File: config.mk
export PLATFORM = sky130hd
export DESIGN_NAME = conv_sched_flat
export DESIGN_NICKNAME = d
export VERILOG_FILES = /design/src/rtl/conv_sched_if.sv /design/src/rtl/conv_sched.sv /design/src/flat_wrapper.sv
export SDC_FILE = /design/constraint.sdc
export NUM_CORES = 1
export LEC_CHECK = 0
export ABC_CLOCK_PERIOD_IN_PS = 2300
export BUFFER_PORTS_ARGS = -buffer_cell sky130_fd_sc_hd__clkbuf_2
export CORE_MARGIN = 1.5
export CORE_UTILIZATION = 35
export CTS_CLUSTER_DIAMETER = 80
export CTS_CLUSTER_SIZE = 16
export DETAILED_ROUTE_END_ITERATION = 6
export RECOVER_POWER = 25
export SLEW_MARGIN = 10
export SYNTH_ARGS = -nofsm -noshare
export SYNTH_HDL_FRONTEND = slang
export SYNTH_SLANG_ARGS = --single-unit
export TNS_END_PERCENT = 20
File: constraint.sdc
create_clock -name clk_en -period 2.3 [get_ports clk_en]
set_clock_uncertainty 0.05 [all_clocks]
set_input_delay 0.69 -clock clk_en [delete_from_list [all_inputs] [get_ports clk_en]]
set_output_delay 0.69 -clock clk_en [all_outputs]
set_load 0.02 [all_outputs]
File: src/rtl/conv_sched_if.sv
// Handshake bundle between the layer scheduler, the convolution engine and the
// downstream result consumer. The master side is the scheduler.
`timescale 1ns/1ps
interface conv_sched_if #(
    parameter int IDX_W = 4
);
    logic             start;
    logic             abort;
    logic             conv_en;
    logic             conv_fin;
    logic [IDX_W-1:0] ch_idx;
    logic [IDX_W-1:0] ker_idx;
    logic             rlt_valid;
    logic             rlt_ready;
    logic [IDX_W-1:0] rlt_ch;
    logic [IDX_W-1:0] rlt_ker;
    logic             rlt_last;
    logic             busy;
    logic             done;
    logic             err;

    modport master (
        input  start, abort, conv_fin, rlt_ready,
        output conv_en, ch_idx, ker_idx, rlt_valid, rlt_ch, rlt_ker, rlt_last,
               busy, done, err
    );

    modport slave (
        output start, abort, conv_fin, rlt_ready,
        input  conv_en, ch_idx, ker_idx, rlt_valid, rlt_ch, rlt_ker, rlt_last,
               busy, done, err
    );
endinterface

File: src/rtl/conv_sched.sv
// Layer scheduler: walks every (kernel, channel) job of one conv layer through the
// single-window engine, offers each result downstream and guards engine waits with a watchdog.
`timescale 1ns/1ps
module conv_sched #(
    parameter int NUM_CH  = 3,
    parameter int NUM_KER = 2,
    parameter int IDX_W   = 4,
    parameter int TIMEOUT = 64,
    parameter int CNT_W   = 8
) (
    input  logic         clk_en,
    input  logic         rst_n,
    conv_sched_if.master sched
);
    typedef enum logic [2:0] {
        S_IDLE, S_LAUNCH, S_WAIT_BUSY, S_WAIT_FIN, S_EMIT, S_DONE
    } state_t;

    localparam logic [IDX_W-1:0] CH_LAST   = IDX_W'(NUM_CH - 1);
    localparam logic [IDX_W-1:0] KER_LAST  = IDX_W'(NUM_KER - 1);
    localparam logic [IDX_W-1:0] IDX_ONE   = IDX_W'(1);
    localparam logic [CNT_W-1:0] WDOG_LAST = CNT_W'(TIMEOUT - 1);
    localparam logic [CNT_W-1:0] CNT_ONE   = CNT_W'(1);

    state_t           r_state;
    state_t           w_state_next;
    logic [IDX_W-1:0] r_ch;
    logic [IDX_W-1:0] r_ker;
    logic [CNT_W-1:0] r_wdog;
    logic             r_err;

    logic w_last;
    logic w_xfer;
    logic w_waiting;
    logic w_expire;
    logic w_accept;

    assign w_last    = (r_ch == CH_LAST) && (r_ker == KER_LAST);
    assign w_xfer    = (r_state == S_EMIT) && sched.rlt_ready;
    assign w_waiting = (r_state == S_WAIT_BUSY) || (r_state == S_WAIT_FIN);
    // Expire on the edge where the counter would reach TIMEOUT.
    assign w_expire  = w_waiting && (r_wdog == WDOG_LAST);
    assign w_accept  = (r_state == S_IDLE) && sched.start && !sched.abort;

    always_ff @(posedge clk_en or negedge rst_n) begin
        if (!rst_n) begin
            r_state <= S_IDLE;
        end else begin
            r_state <= w_state_next;
        end
    end

    always_comb begin
        w_state_next = r_state;
        if (sched.abort) begin
            w_state_next = S_IDLE;
        end else if (w_expire) begin
            w_state_next = S_IDLE;
        end else begin
            case (r_state)
                S_IDLE:      if (sched.start) w_state_next = S_LAUNCH;
                S_LAUNCH:    w_state_next = S_WAIT_BUSY;
                // conv_fin=1 here is only the engine's status lag, never completion.
                S_WAIT_BUSY: if (!sched.conv_fin) w_state_next = S_WAIT_FIN;
                S_WAIT_FIN:  if (sched.conv_fin) w_state_next = S_EMIT;
                S_EMIT:      if (sched.rlt_ready) w_state_next = w_last ? S_DONE : S_LAUNCH;
                S_DONE:      w_state_next = S_IDLE;
                default:     w_state_next = S_IDLE;
            endcase
        end
    end

    always_comb begin
        sched.conv_en   = 1'b0;
        sched.busy      = 1'b0;
        sched.rlt_valid = 1'b0;
        sched.rlt_last  = 1'b0;
        sched.done      = 1'b0;
        case (r_state)
            S_LAUNCH: begin
                sched.conv_en = 1'b1;
                sched.busy    = 1'b1;
            end
            S_WAIT_BUSY: begin
                sched.conv_en = sched.conv_fin;
                sched.busy    = 1'b1;
            end
            S_WAIT_FIN: begin
                sched.busy = 1'b1;
            end
            S_EMIT: begin
                sched.busy      = 1'b1;
                sched.rlt_valid = 1'b1;
                sched.rlt_last  = w_last;
            end
            S_DONE: begin
                sched.done = 1'b1;
            end
            default: begin
                sched.busy = 1'b0;
            end
        endcase
    end

    // Indices move only on start or an accepted result, keeping engine inputs stable per job.
    always_ff @(posedge clk_en or negedge rst_n) begin
        if (!rst_n) begin
            r_ch  <= '0;
            r_ker <= '0;
        end else if (w_accept) begin
            r_ch  <= '0;
            r_ker <= '0;
        end else if (w_xfer && !sched.abort && !w_last) begin
            if (r_ch == CH_LAST) begin
                r_ch  <= '0;
                r_ker <= r_ker + IDX_ONE;
            end else begin
                r_ch <= r_ch + IDX_ONE;
            end
        end
    end

    always_ff @(posedge clk_en or negedge rst_n) begin
        if (!rst_n) begin
            r_wdog <= '0;
        end else if (r_state == S_LAUNCH) begin
            r_wdog <= '0;
        end else if (w_waiting) begin
            r_wdog <= r_wdog + CNT_ONE;
        end
    end

    always_ff @(posedge clk_en or negedge rst_n) begin
        if (!rst_n) begin
            r_err <= 1'b0;
        end else if (w_accept) begin
            r_err <= 1'b0;
        end else if (w_expire && !sched.abort) begin
            r_err <= 1'b1;
        end
    end

    assign sched.ch_idx  = r_ch;
    assign sched.ker_idx = r_ker;
    assign sched.rlt_ch  = r_ch;
    assign sched.rlt_ker = r_ker;
    assign sched.err     = r_err;
endmodule

File: src/flat_wrapper.sv
// flat-port wrapper written by rule: the top's interface ports become plain ports
module conv_sched_flat 
#(
    parameter int NUM_CH  = 3,
    parameter int NUM_KER = 2,
    parameter int IDX_W   = 4,
    parameter int TIMEOUT = 64,
    parameter int CNT_W   = 8
)
  (clk_en, rst_n, sched_start, sched_abort, sched_conv_fin, sched_rlt_ready, sched_conv_en, sched_ch_idx, sched_ker_idx, sched_rlt_valid, sched_rlt_ch, sched_rlt_ker, sched_rlt_last, sched_busy, sched_done, sched_err);
  conv_sched_if #(.IDX_W(IDX_W)) sched_i ();
  input  logic clk_en;
  input  logic rst_n;
  input wire logic [$bits(sched_i.start)-1:0] sched_start;
  input wire logic [$bits(sched_i.abort)-1:0] sched_abort;
  input wire logic [$bits(sched_i.conv_fin)-1:0] sched_conv_fin;
  input wire logic [$bits(sched_i.rlt_ready)-1:0] sched_rlt_ready;
  output wire logic [$bits(sched_i.conv_en)-1:0] sched_conv_en;
  output wire logic [$bits(sched_i.ch_idx)-1:0] sched_ch_idx;
  output wire logic [$bits(sched_i.ker_idx)-1:0] sched_ker_idx;
  output wire logic [$bits(sched_i.rlt_valid)-1:0] sched_rlt_valid;
  output wire logic [$bits(sched_i.rlt_ch)-1:0] sched_rlt_ch;
  output wire logic [$bits(sched_i.rlt_ker)-1:0] sched_rlt_ker;
  output wire logic [$bits(sched_i.rlt_last)-1:0] sched_rlt_last;
  output wire logic [$bits(sched_i.busy)-1:0] sched_busy;
  output wire logic [$bits(sched_i.done)-1:0] sched_done;
  output wire logic [$bits(sched_i.err)-1:0] sched_err;
  assign sched_i.start = sched_start;
  assign sched_i.abort = sched_abort;
  assign sched_i.conv_fin = sched_conv_fin;
  assign sched_i.rlt_ready = sched_rlt_ready;
  assign sched_conv_en = sched_i.conv_en;
  assign sched_ch_idx = sched_i.ch_idx;
  assign sched_ker_idx = sched_i.ker_idx;
  assign sched_rlt_valid = sched_i.rlt_valid;
  assign sched_rlt_ch = sched_i.rlt_ch;
  assign sched_rlt_ker = sched_i.rlt_ker;
  assign sched_rlt_last = sched_i.rlt_last;
  assign sched_busy = sched_i.busy;
  assign sched_done = sched_i.done;
  assign sched_err = sched_i.err;
  conv_sched #(.NUM_CH(NUM_CH), .NUM_KER(NUM_KER), .IDX_W(IDX_W), .TIMEOUT(TIMEOUT), .CNT_W(CNT_W)) u_core (.clk_en(clk_en), .rst_n(rst_n), .sched(sched_i));
endmodule
==> flow_metrics.tcl, run 1 <==
set metrics [dict create \
    antenna_cells 0 \
    startpoint_type "flop" \
    cp_top_family "simple AND/OR/NAND/NOR gates" \
    cts_buffers 3 \
    rsz0062_at_grt "yes" \
    ios 28 \
    setup_viol 0 \
    required_ns 1.56 \
    cts_max_level 1 \
    whs_ns 0.468 \
    synth_area_leader_cell "dfrtp_1" \
    worstPathMaxFanout 2 \
    wire_per_inst_um 12.4 \
    p_leak_uw 0.000751 \
    synth_nets 140 \
    dieArea_um2 3900 \
    antenna_found_initial 0 \
    multiInputGateArea_um2 658 \
    grt_pass1_wl_um 4440 \
    clock-sinks 20 \
    crit_slowest_cell "dfrtp_1" \
    ff_latch_area_um2 500 \
    r2r_cells 6 \
    clk_path_buf_depth 2 \
    hpwl_um 1860 \
    die-height_um 62.4 \
    end_kind "output pin" \
    pre_cts_slack_ns 0.101 \
    critPathBufInv 2 \
    period_minus_slack_ns 2.23 \
    clk_latency_ns 0.31 \
    worstPathArrival_ns 1.49 \
    startpoint "u_core.sched.ker_idx[1]" \
    max_freq_mhz 449 \
    fin_crit_sh 0.969 \
    start_util 0.368 \
    timing.rr.end "u_core.sched.ker_idx[3]" \
    wl_met2_um 1250 \
    cpPeakStageDelay_ns 0.41 \
    drt.antenna.violating_nets 0 \
    syn_inst 129 \
    ys_warn_count 0 \
    routed-wl-met3_um 73 \
    outcome "finished clean" \
    ys_ff_latch 20 \
    ir_drop_v 0.000195 \
    rrSetupSlack_ns 0.15 \
    hold_viol 0 \
    root_buffer "clkbuf_4" \
    path_clk_slew_ns 0.12 \
    whs_path_depth 2 \
    grt-ovfl-total 0 \
    maxCapViolCount 0 \
    gp_congestion 0.815 \
    dr.pass1.iters 4 \
    drcViolationCount 0 \
    nets 171 \
    cts_tree "yes" \
    min_to "u_core.sched.err" \
    p_per_area_nw_per_um2 540 \
    synthTopCellsByArea "dfrtp_1 40%, nor2_1 5.5%, ha_1 5.1%" \
    syn_to_final_growth_pct 22.2 \
    vias 1011 \
    grt_pass1_vias 994 \
    placedCellCount 196 \
    fin_ws_ns 0.0707 \
    core_um2 3360 \
    place_area_um2 1390 \
    io_buffers 27 \
    ctsHoldBuffers 0 \
    viasPerCell 4.93 \
    met1_length_um 1180 \
    slew_headroom 0.262 \
    drive_gt1_frac 0.340 \
    synth_top_area_frac 0.405 \
    worstHoldStart "u_core.sched.err" \
    worst_slew_pin_slew_ns 1.11 \
    path_class "reg -> out" \
    hold_path.class "reg -> reg" \
    drt_iter0_markers 10 \
    slew_viol_final 0 \
    synth_cell_type_count 37 \
    highest_layer "met4" \
    finalWirelength_um 2530 \
    track_usage 0.141 \
    fp-row-count 21 \
    final_util 0.449 \
    die_x_um 62.4 \
    crit_chain "inv_2 -> ha_4 -> nor3b_4 -> nand2_1 -> nor2_1 -> buf_4" \
    syn_area_um2 1240 \
    fin_cells 205 \
    fillCellCount 340 \
    ys_seq_area_frac 0.405 \
    syn_area_per_cell_um2 9.58 \
    grt_max_degree 21 \
    timing.rr.start "u_core.sched.ch_idx[0]" \
    fin_area_um2 1510 \
]
==> kinds of logic after synthesis <==
logic type / synth area share
AO/OA/AOI/OAI: 0.124
XOR/XNOR: 0.0283
adder cells (fa/ha/maj): 0.0506
buffers and inverters: 0.0911
flip-flops: 0.405
multiplexers: 0.0789
AND/OR/NAND/NOR: 0.222
==> what timing repair did <==
action                                  4_1_cts  5_1_grt
buffers inserted                              4        1
endpoints found under the setup margin        1        1
pin swaps                                     0        2
gates resized for setup                       2        5
==> worst register-to-register path, stage by stage (launching register included) <==
cell and delay [ns]:
dfrtp_1 0.40, inv_1 0.06, ha_1 0.16, or3b_2 0.49
nor4_4 0.42, nand4_1 0.16, mux2_1 0.32
==> cell usage after synthesis <==
library cell / number
buf_4: 8
o21a_1: 1
mux2_1: 1
a21oi_1: 4
nor2_1: 18
nor2b_1: 2
ha_1: 5
nand2b_1: 2
nand3_1: 5
nor3b_1: 2
nand4_1: 2
o21ai_0: 2
clkbuf_1: 1
or2_2: 1
a311oi_1: 1
a211oi_1: 2
mux2i_1: 3
nor4bb_1: 1
inv_1: 6
or3_1: 1
nor4_4: 1
and3_1: 1
nand3b_1: 1
mux2_2: 5
buf_6: 2
a21o_1: 3
a22o_1: 6
xnor2_1: 4
nand2_1: 8
and2_1: 1
dfrtp_1: 20
or3b_2: 1
buf_1: 1
nor3_1: 4
a211oi_2: 1
nor4_1: 1
o21ai_1: 1
==> power by group <==
group / internal, uW / leakage, uW / switching (uW) / total, uW
Sequential: 372 / 0.000276 / 27.0 / 399
Combinational: 55.7 / 0.000447 / 64.6 / 120
Clock: 176 / 0.0000279 / 119 / 295
Total: 604 / 0.000751 / 211 / 815
==> state kept, by name, indices dropped and copies added, names as in the netlist <==
signal and count:
u_core.r_state 3, u_core.r_wdog 8, u_core.sched.ch_idx 4, u_core.sched.err 1, u_core.sched.ker_idx 4
==> layout by cell type (no fill, tap or decap), types with 2 or more instances in the layout <==
cell,count
clkbuf_2,25
dfrtp_1,20
nor2_1,18
buf_4,12
nand2_1,8
a22o_1,6
inv_1,5
nand3_1,5
mux2_2,5
a21oi_1,4
xnor2_1,4
nor3_1,4
ha_1,4
a21o_1,3
mux2i_1,3
clkbuf_4,3
nand2b_1,2
nor3b_4,2
o21ai_0,2
nor2b_1,2
nand4_1,2
a211oi_1,2
==> worst max path at each step <==
stage                                    endpoint  cells after the start  slack (ns)
final                              sched_rlt_last                      6        0.07
after global routing               sched_rlt_last                      6       -0.04
after CTS                          sched_rlt_last                      6        0.01
after detailed placement  u_core.sched.ker_idx[3]                      5        0.10
after global placement    u_core.sched.ker_idx[3]                      5        0.15
after floorplan           u_core.sched.ker_idx[3]                      6        0.13
==> stage by stage <==
stage / total power (uW) / setup TNS, ns
3_3_place_gp: 524 / 0
6_report: 815 / 0
5_1_grt: 860 / -0.0376
2_1_floorplan: 488 / 0
3_5_place_dp: 528 / 0
4_1_cts: 825 / 0
==> cell type report <==
cell class                      count  area share
Tap cell                           46      0.0381
Clock buffer                        3      0.0149
Sequential cell                    20       0.331
Multi-Input combinational cell     91       0.436
Clock inverter                      1      0.0199
Timing Repair Buffer               38       0.145
Inverter                            6      0.0149
==> per-layer routing <==
layer / GRT usage / up-vias
li1: - / 501
met4: 0.0667 / 0
met1: 0.180 / 489
met3: 0.0162 / 2
met5: 0 / -
met2: 0.238 / 19
No activity file was read; power rests on OpenSTA's default activity.
==> run 2: changes to the inputs <==
==> constraint.sdc (replaced) <==
create_clock -name clk_en -period 2.3 [get_ports clk_en]
set_clock_uncertainty 0.05 [all_clocks]
set_input_delay 0.345 -clock clk_en [delete_from_list [all_inputs] [get_ports clk_en]]
set_output_delay 0.345 -clock clk_en [all_outputs]
set_load 0.02 [all_outputs]
==> run 2 against run 1 <==
  * Clock power is 27% lower
  * Die area stayed put
  * Count of clock-buffer cells in the layout grew 1
  * Worst setup slack gained 0.12 ns
  * First-iteration DRC count increased to 3.0 times the previous value
  * Critical path depth is the same
  * Critical endpoint is now u_core.sched.ker_idx[3]
  * Largest cell class unchanged
  * Largest power group unchanged
  * Highest routed layer unchanged
==> flow_metrics.tcl, run 2 (synthesized netlist as in run 1, its figures left out) <==
set metrics [dict create \
    wire_per_inst_um 13.0 \
    post_cts_buffers 0 \
    viasPerCell 5.16 \
    root_buffer "clkbuf_4" \
    largest_register_ffs 8 \
    fp-row-count 21 \
    grt_util_met2 0.226 \
    required_ns 2.46 \
    grt-ovfl-total 0 \
    core_um2 3360 \
    slew_headroom 0.245 \
    ir_drop_v 0.000279 \
    startpoint "u_core.sched.ch_idx[0]" \
    vias 1031 \
    path_class "reg -> reg" \
    cts_buffers 3 \
    drive_gt1_frac 0.286 \
    ios 28 \
    worstPathArrival_ns 2.27 \
    cts_tree "yes" \
    grt_pass1_vias 954 \
    tns_ns 0 \
    hpwl_um 1850 \
    cts-resized-gates 0 \
    maxCapViolCount 0 \
    period_minus_slack_ns 2.11 \
    hold_path.class "in -> reg" \
    max_freq_mhz 473 \
    worst_slew_pin_slew_ns 1.13 \
    drt.antenna.violating_nets 0 \
    met1_usage 0.196 \
    drcViolationCount 0 \
    startpoint_type "flop" \
    final_common_cell "clkbuf_2" \
    crit_chain "inv_1 -> ha_1 -> or3b_2 -> nor4_4 -> nand4_1 -> mux2_1" \
    grt_max_degree 21 \
    track_usage 0.143 \
    dr.pass1.iters 4 \
    rsz0062_at_grt "no" \
    layout_common_cells "26 x clkbuf_2, 20 x dfrtp_1, 18 x nor2_1, 8 x nand2_1" \
    grt.met3_usage 0.0216 \
    end_kind "flop" \
    hold_viol 0 \
    die_x_um 62.4 \
    clk_latency_ns 0.31 \
    timing.rr.start "u_core.sched.ch_idx[0]" \
    whs_ns 0.212 \
    worstHoldStart "sched_conv_fin" \
    dieArea_um2 3900 \
    rrSetupSlack_ns 0.19 \
    worstPathMaxFanout 7 \
    syn_to_final_growth_pct 15.0 \
    busiest_layer "met2" \
    fin_crit_sh 0.919 \
    clk_path_buf_depth 2 \
    largest-register "u_core.r_wdog" \
    outcome "finished clean" \
    setup_viol 0 \
    crit_slowest_cell "dfrtp_1" \
    gp_congestion 0.775 \
    slew_viol_final 0 \
    antenna_found_initial 0 \
    start_util 0.368 \
    p_per_area_nw_per_um2 516 \
    ctsHoldBuffers 1 \
    grt_pass1_wl_um 4440 \
    antenna_cells 0 \
    drt_iter0_markers 30 \
    path_clk_slew_ns 0.12 \
    nets 166 \
    io_buffers 27 \
    cpPeakStageDelay_ns 0.47 \
    finalWirelength_um 2590 \
    p_leak_uw 0.000712 \
    die-height_um 62.4 \
    clock-sinks 20 \
    cts_max_level 1 \
]
## run 2: area by class of cell
class | count | area [um2]
clock buffers | 4 | 36.3
flip-flops and latches | 20 | 500
fillers | 364 | 1940
multi-input cells | 91 | 623
inverters | 6 | 22.5
repair buffers | 33 | 181
well taps | 46 | 57.6
## run 2: power by group
| part | internal [uW] | leakage [uW] | total, uW | switching (uW) |
|---|---|---|---|---|
| Clock | 96.6 | 0.0000210 | 216 | 119 |
| Combinational | 51.7 | 0.000415 | 120 | 67.9 |
| Sequential | 372 | 0.000276 | 398 | 25.6 |
## run 2: through the flow
stage	instances	area (um2)	power, uW	setup slack, ns	utilization
2_1_floorplan	129	1240	488	0.134	-
3_3_place_gp	195	1380	520	0.255	0.409
3_5_place_dp	195	1380	523	0.191	0.409
4_1_cts	200	1420	737	0.179	0.423
5_1_grt	200	1420	772	0.0429	0.423
6_report	200	1420	734	0.187	0.423
## run 2: per-layer routing
layer	part of all wire	vias to the layer above	wire length, um
met4	0.010	0	27
met2	0.45	30	1160
met5	0	-	0
met1	0.50	500	1300
met3	0.039	2	102
li1	-	499	-
## run 2: worst paths after layout
check,to,cells after the start
min in group asynchronous,u_core.sched.ch_idx[3],2
worst min-delay path,u_core.r_state[1],2
worst min register to register,u_core.sched.err,2
worst max-delay path,u_core.sched.ker_idx[3],6
max in group asynchronous,u_core.r_state[0],2
worst max register to register,u_core.sched.ker_idx[3],6
## run 2: critical path: cells and delay by family, from the launching register on
kind | cells | cell delay (ns)
adders and majority gates | 1 | 0.15
muxes | 1 | 0.32
and+or+nand+nor | 3 | 0.94
buffers and inverters | 1 | 0.08
DFF | 1 | 0.47
